File: config.mk
export PLATFORM = sky130hd
export DESIGN_NAME = stack_alu_seq
export DESIGN_NICKNAME = d
export VERILOG_FILES = /design/src/rtl/stack_alu_seq_pkg.sv /design/src/rtl/stack_alu_seq_core.sv /design/src/rtl/stack_alu_seq.sv
export SDC_FILE = /design/constraint.sdc
export NUM_CORES = 1
export LEC_CHECK = 0
export CORE_MARGIN = 5
export CORE_UTILIZATION = 50
export CTS_BUF_LIST = sky130_fd_sc_hd__clkbuf_4 sky130_fd_sc_hd__clkbuf_8
export DETAILED_ROUTE_END_ITERATION = 6
export GPL_ROUTABILITY_DRIVEN = 0
export PLACE_DENSITY = 0.76
export SLEW_MARGIN = 20
export SYNTH_ARGS = -nofsm -noshare
export SYNTH_HDL_FRONTEND = slang
export SYNTH_SLANG_ARGS = --single-unit
File: constraint.sdc
create_clock -name clk -period 4.6 [get_ports clk]
set_input_delay 0.92 -clock clk [delete_from_list [all_inputs] [get_ports clk]]
set_output_delay 0.92 -clock clk [all_outputs]
set_load 0.005 [all_outputs]
File: src/rtl/stack_alu_seq_pkg.sv
// Shared definitions for the stack ALU sequencer: stack command encodings,
// opcode values, FSM state type and opcode classification/legality helpers.
package stack_alu_seq_pkg;

    localparam logic [3:0] SA_IDLE = 4'b0000;
    localparam logic [3:0] SA_PUSH = 4'b1000;
    localparam logic [3:0] SA_POP  = 4'b0001;
    localparam logic [3:0] SA_DUP  = 4'b0101;
    localparam logic [3:0] SA_SWAP = 4'b0111;

    localparam logic [3:0] OP_ADD   = 4'h0;
    localparam logic [3:0] OP_SUB   = 4'h1;
    localparam logic [3:0] OP_AND   = 4'h2;
    localparam logic [3:0] OP_OR    = 4'h3;
    localparam logic [3:0] OP_XOR   = 4'h4;
    localparam logic [3:0] OP_NOT   = 4'h5;
    localparam logic [3:0] OP_SHL1  = 4'h6;
    localparam logic [3:0] OP_SHR1  = 4'h7;
    localparam logic [3:0] OP_DUP   = 4'h8;
    localparam logic [3:0] OP_SWAP  = 4'h9;
    localparam logic [3:0] OP_DROP  = 4'hA;
    localparam logic [3:0] OP_PUSHI = 4'hB;

    typedef enum logic [2:0] {
        S_IDLE,
        S_POP_A,
        S_WAIT_A,
        S_POP_B,
        S_WAIT_B,
        S_ISSUE,
        S_WAIT_R
    } state_e;

    function automatic logic is_binary(input logic [3:0] op);
        return op <= OP_XOR;
    endfunction

    function automatic logic is_unary(input logic [3:0] op);
        return (op >= OP_NOT) && (op <= OP_SHR1);
    endfunction

    // True when the op cannot run at the given occupancy d of a stack of
    // capacity cap.
    function automatic logic op_reject(input logic [3:0] op,
                                       input int unsigned d,
                                       input int unsigned cap);
        logic r;
        r = 1'b0;
        if (is_binary(op) || op == OP_SWAP) r = (d < 2);
        else if (is_unary(op) || op == OP_DROP) r = (d < 1);
        else if (op == OP_DUP) r = (d < 1) || (d == cap);
        else if (op == OP_PUSHI) r = (d == cap);
        else r = 1'b1;
        return r;
    endfunction

endpackage

File: src/rtl/stack_alu_seq_core.sv
// Combinational result datapath: a = latched top, b = latched next.
// Ports: a, b, op_code in; result out (modulo 2^DATA_WIDTH).
module stack_alu_core
    import stack_alu_seq_pkg::*;
#(
    parameter int DATA_WIDTH = 16
) (
    input  logic [DATA_WIDTH-1:0] a,
    input  logic [DATA_WIDTH-1:0] b,
    input  logic [3:0]            op_code,
    output logic [DATA_WIDTH-1:0] result
);

    always_comb begin
        result = '0;
        case (op_code)
            OP_ADD:  result = b + a;
            OP_SUB:  result = b - a;
            OP_AND:  result = b & a;
            OP_OR:   result = b | a;
            OP_XOR:  result = b ^ a;
            OP_NOT:  result = ~a;
            OP_SHL1: result = a << 1;
            OP_SHR1: result = a >> 1;
            default: result = '0;
        endcase
    end

endmodule

File: src/rtl/stack_alu_seq.sv
// Sequencer driving an external stack: pops operands, pushes ALU results,
// tracks occupancy and rejects illegal requests.
// Ports: clk, rst (sync, high); op_valid/op_ready/op_code/op_imm request;
// top/next from stack; in_val/stackAction to stack; done, err, depth.
module stack_alu_seq
    import stack_alu_seq_pkg::*;
#(
    parameter int DATA_WIDTH = 16,
    parameter int DEPTH      = 16
) (
    input  logic                         clk,
    input  logic                         rst,
    input  logic                         op_valid,
    output logic                         op_ready,
    input  logic [3:0]                   op_code,
    input  logic [DATA_WIDTH-1:0]        op_imm,
    input  logic [DATA_WIDTH-1:0]        top,
    input  logic [DATA_WIDTH-1:0]        next,
    output logic [DATA_WIDTH-1:0]        in_val,
    output logic [3:0]                   stackAction,
    output logic                         done,
    output logic                         err,
    output logic [$clog2(DEPTH+1)-1:0]   depth
);

    localparam int DW = $clog2(DEPTH+1);

    state_e                state_q, state_d;
    logic [3:0]            op_q, op_d;
    logic [DATA_WIDTH-1:0] a_q, a_d;
    logic [DATA_WIDTH-1:0] b_q, b_d;
    logic [DATA_WIDTH-1:0] imm_q, imm_d;
    logic [DW-1:0]         depth_q, depth_d;
    logic                  err_q, err_d;
    logic [DATA_WIDTH-1:0] result;

    stack_alu_core #(.DATA_WIDTH(DATA_WIDTH)) u_core (
        .a       (a_q),
        .b       (b_q),
        .op_code (op_q),
        .result  (result)
    );

    always_comb begin
        state_d     = state_q;
        op_d        = op_q;
        a_d         = a_q;
        b_d         = b_q;
        imm_d       = imm_q;
        err_d       = 1'b0;
        stackAction = SA_IDLE;
        in_val      = '0;
        done        = 1'b0;

        case (state_q)
            S_IDLE: begin
                if (op_valid) begin
                    if (op_reject(op_code, int'(depth_q), DEPTH)) begin
                        err_d = 1'b1;
                    end else begin
                        op_d  = op_code;
                        a_d   = top;
                        b_d   = next;
                        imm_d = op_imm;
                        if (is_binary(op_code) || is_unary(op_code))
                            state_d = S_POP_A;
                        else
                            state_d = S_ISSUE;
                    end
                end
            end
            S_POP_A: begin
                stackAction = SA_POP;
                state_d     = S_WAIT_A;
            end
            S_WAIT_A: begin
                state_d = is_binary(op_q) ? S_POP_B : S_ISSUE;
            end
            S_POP_B: begin
                stackAction = SA_POP;
                state_d     = S_WAIT_B;
            end
            S_WAIT_B: begin
                state_d = S_ISSUE;
            end
            S_ISSUE: begin
                case (op_q)
                    OP_DUP:  stackAction = SA_DUP;
                    OP_SWAP: stackAction = SA_SWAP;
                    OP_DROP: stackAction = SA_POP;
                    OP_PUSHI: begin
                        stackAction = SA_PUSH;
                        in_val      = imm_q;
                    end
                    default: begin
                        stackAction = SA_PUSH;
                        in_val      = result;
                    end
                endcase
                state_d = S_WAIT_R;
            end
            S_WAIT_R: begin
                done    = 1'b1;
                state_d = S_IDLE;
            end
            default: state_d = S_IDLE;
        endcase
    end

    // Occupancy follows the command issued this cycle.
    always_comb begin
        depth_d = depth_q;
        case (stackAction)
            SA_PUSH, SA_DUP: depth_d = depth_q + DW'(1);
            SA_POP:          depth_d = depth_q - DW'(1);
            default:         depth_d = depth_q;
        endcase
    end

    always_ff @(posedge clk) begin
        if (rst) begin
            state_q <= S_IDLE;
            op_q    <= '0;
            a_q     <= '0;
            b_q     <= '0;
            imm_q   <= '0;
            depth_q <= '0;
            err_q   <= 1'b0;
        end else begin
            state_q <= state_d;
            op_q    <= op_d;
            a_q     <= a_d;
            b_q     <= b_d;
            imm_q   <= imm_d;
            depth_q <= depth_d;
            err_q   <= err_d;
        end
    end

    assign op_ready = (state_q == S_IDLE) && !rst;
    assign err      = err_q;
    assign depth    = depth_q;

endmodule

==> results.md <==
* Synth Cell Area at between 0.004 and 0.005 mm2
* Hpwl dp at approximately 10,000 um
* Min Tclk post-route at around 4.5 ns
* Hold depth at 2
* Nets at a little under 800
* Area Overhead vs Synth at 29.4%
* Hold Buf Count CTS at 0
* Hold Crit Class: flop to flop
* Crit-path max FO at 4
* Total wire length at around 14,000 um
* Clock Latency Late Sink at around 0.36 ns
* First-pass GRT wire length at 22,400 um
* Worst-path clk slew at roughly 0.07 ns
* WL per Instance at around 17 um
* R2r endpoint: op_q[3]
* Largest net degree at the start of global routing at 60
* Critical path class: flop to output port
* CTS root buffer: clkbuf_8
* Fmax at about 220 MHz
* Fill cells at 792
* Hold EP: imm_q[1]
* Startpoint Class: flop
* Fin cells at around 800
* H-tree Lvls at 3
* Antenna Nets Post-Route at 0
* R2R Setup Slk at approximately 2.3 ns
* Die width at around 110 um
* Async set-reset flop share out of synthesis at 0%
* Final period utilization at about 97%
* Final Power at 3.93 mW
* Worst EP arrival at roughly 3.6 ns
* Worst r2r path cells at 10
* Setup ws final at ~0.13 ns
* I/O pin count at 83
* Yosys cell types at 64
* Setup crit end kind: output port
* Leak at about 2.4 nW
* Final instance area at 0.00623 mm2
* Die area at between 0.01 and 0.015 mm2
* CTS tree: yes
* DRC Markers at 0
* TritonRoute pass-1 iters at 5
* Via count at approximately 4,700
* Top FF cell, synth: dfxtp_1
* # diodes at 0
* Worst Min Path Start: imm_q[1]
* Initial antenna violation count at 0
* Unrepaired setup endpoints after global routing: yes
* Placed cells at 784
* GR Overflow Total at 0
* Headroom to the max-slew limit at between 40% and 50%
* Layout cell share with drive strength beyond 1 at between 10% and 20%
* Longest Clk Path Bufs at 2
* Final setup viols at 0
* Power Density at ~630 mW/mm2
* Clk sinks at about 60
* Number of vias per cell at between 5 and 6
* Core Box Area at between 0.009 and 0.01 mm2
* Worst Max-Slew Pin Slew at 0.801 ns
* IO Port Bufs at 82
* Synth warnings at 0
* Vias in the first global route at between 4,000 and 5,000
* Final Hold Viols at 0
* DR iter-0 viols at 404
* MaxCap Viol Count at 0
* Layout Skew at between 0.006 and 0.007 ns
* CTS buffer count at 9
* Status: complete, no violations
* Cells after Synth at 580
* Sequential fraction of the synthesis area at 25.4%
* Worst r2r src: depth[0]
* Post-synth EDFFs at 0
* Required @ worst endpoint at around 3.7 ns
* Core Rows at 35
* Peak supply drop at approximately 0.33 mV
* Die Y-Extent at between 100 and 150 um
* Placed Area at 0.00583 mm2
* Post-Syn Nets at 687
* Mean post-synth cell area at between 8 and 9 um2
* Register bit total from synthesis at roughly 60
* Setup WS pre-CTS at between 0.1 and 0.15 ns
* Fin. max-slew vios at 0
* GRT Overall Usage at around a quarter
* Initial core utilization at between 50% and 60%
## flip-flops by register name, summed over array words and instances (netlist names)
name     count
op_q         4
depth        5
imm_q       16
err          1
b_q         16
state_q      3
a_q         16
## critical path: stages, from the launching register on
cell and delay, ns:
dfxtp_1 0.31, nor2b_2 0.15, and2_4 0.15, buf_4 0.14, a21o_1 0.16, xnor2_1 0.13, ha_1 0.36, o211ai_1 0.12
a21oi_2 0.07, o41a_1 0.48, buf_4 0.18, xor2_1 0.14, nand2_1 0.07, a31oi_1 0.22, clkdlybuf4s50_1 0.54
## repair_timing
action | 4_1_cts | 5_1_grt
buffers inserted | 3 | 4
endpoints found under the setup margin | 6 | 9
pin swaps | 5 | 9
resized for setup | 7 | 30
## placed cells by master, fill, tap and decap left out, types with 6 or more instances in the layout
| master | n |
|---|---|
| nor2_1 | 83 |
| clkdlybuf4s50_1 | 78 |
| dfxtp_1 | 58 |
| mux2i_1 | 54 |
| ha_1 | 50 |
| inv_1 | 39 |
| buf_4 | 37 |
| a21oi_1 | 30 |
| xnor2_1 | 24 |
| nand2_1 | 23 |
| o21ai_0 | 12 |
| nand2b_1 | 11 |
| nor3_1 | 11 |
| clkbuf_8 | 11 |
| a31oi_1 | 10 |
| a222oi_1 | 10 |
| o22ai_1 | 10 |
| a221oi_1 | 10 |
| nand3_1 | 8 |
| a21o_1 | 8 |
| a21oi_2 | 6 |
## worst max path at each step
| stage | from | cells past startpoint | end | slack [ns] |
|---|---|---|---|---|
| 2_1_floorplan | op_q[0] | 15 | in_val[15] | 0.37 |
| 3_3_place_gp | a_q[2] | 13 | in_val[15] | 0.18 |
| 3_5_place_dp | a_q[2] | 13 | in_val[15] | 0.11 |
| 4_1_cts | a_q[0] | 14 | in_val[15] | -0.01 |
| 5_1_grt | a_q[2] | 14 | in_val[12] | -0.03 |
| 6_report | op_q[0] | 14 | in_val[7] | 0.13 |
## per-stage QoR
stage,utilization (%),TNS (ns),hold WS [ns]
after global placement,62.5,0,0.479
after floorplan,-,0,0.459
after CTS,65.3,-0.0132,0.505
after detailed placement,62.5,0,0.487
after global routing,66.7,-0.0374,0.544
final,66.7,0,0.503
## cells by family after synthesis
| family | share of synthesized area (%) |
|---|---|
| simple gates | 17.2 |
| compound gates | 19.4 |
| buf+inv | 7.54 |
| flops | 25.4 |
| mux | 11.5 |
| fa+ha+maj | 13.7 |
| xor+xnor | 5.28 |
## cells in the mapped netlist (2+ instances only)
cell / n / share of area [%]
a31oi_1: 12 / 1.6
or4_1: 2 / 0.31
a211oi_1: 3 / 0.47
o211ai_1: 2 / 0.31
nand2b_1: 11 / 1.4
nand2_1: 24 / 1.9
a41oi_1: 5 / 0.91
nand4_1: 3 / 0.39
nand3b_1: 2 / 0.31
a222oi_1: 10 / 2.1
o22ai_1: 10 / 1.3
clkbuf_1: 27 / 2.1
and3_1: 5 / 0.65
or3_1: 5 / 0.65
nor4_1: 2 / 0.26
dfxtp_1: 61 / 25
xor2_1: 5 / 0.91
o21ai_0: 16 / 1.7
buf_2: 4 / 0.42
a21o_1: 8 / 1.2
o221ai_1: 2 / 0.36
nor3_1: 12 / 1.2
ha_1: 51 / 13
and2_1: 3 / 0.39
mux2i_1: 54 / 11
nor2b_1: 2 / 0.26
o21a_1: 2 / 0.31
a221oi_1: 11 / 2.0
nand3_1: 8 / 0.83
buf_8: 5 / 1.6
nor2_1: 85 / 6.6
inv_1: 39 / 3.0
a21oi_1: 35 / 3.6
xnor2_1: 24 / 4.4
## where the power goes
group / leakage (nW) / internal, mW / switching, mW
clock: 0.120 / 0.339 / 0.223
combinational: 1.83 / 1.24 / 1.38
sequential: 0.496 / 0.629 / 0.120
total: 2.45 / 2.20 / 1.73
## final cells by class
cell class / instances / area [um2] / area share, %
clock inverters: 4 / 70.1 / 1.13
multi-input cells: 441 / 3330 / 53.5
clock buffers: 12 / 159 / 2.55
flip-flops and latches: 61 / 1220 / 19.7
well taps: 129 / 161 / 2.59
repair buffers: 121 / 1130 / 18.2
inverters: 39 / 146 / 2.35
## layer usage
layer | up-vias | routed length, um | GRT usage [%]
met5 | - | 0 | 0
met4 | 0 | 446 | 10.0
met3 | 36 | 1030 | 4.84
met2 | 212 | 6860 | 41.2
met1 | 2206 | 5730 | 29.1
li1 | 2260 | - | -
(Power assumes the default switching activity.)
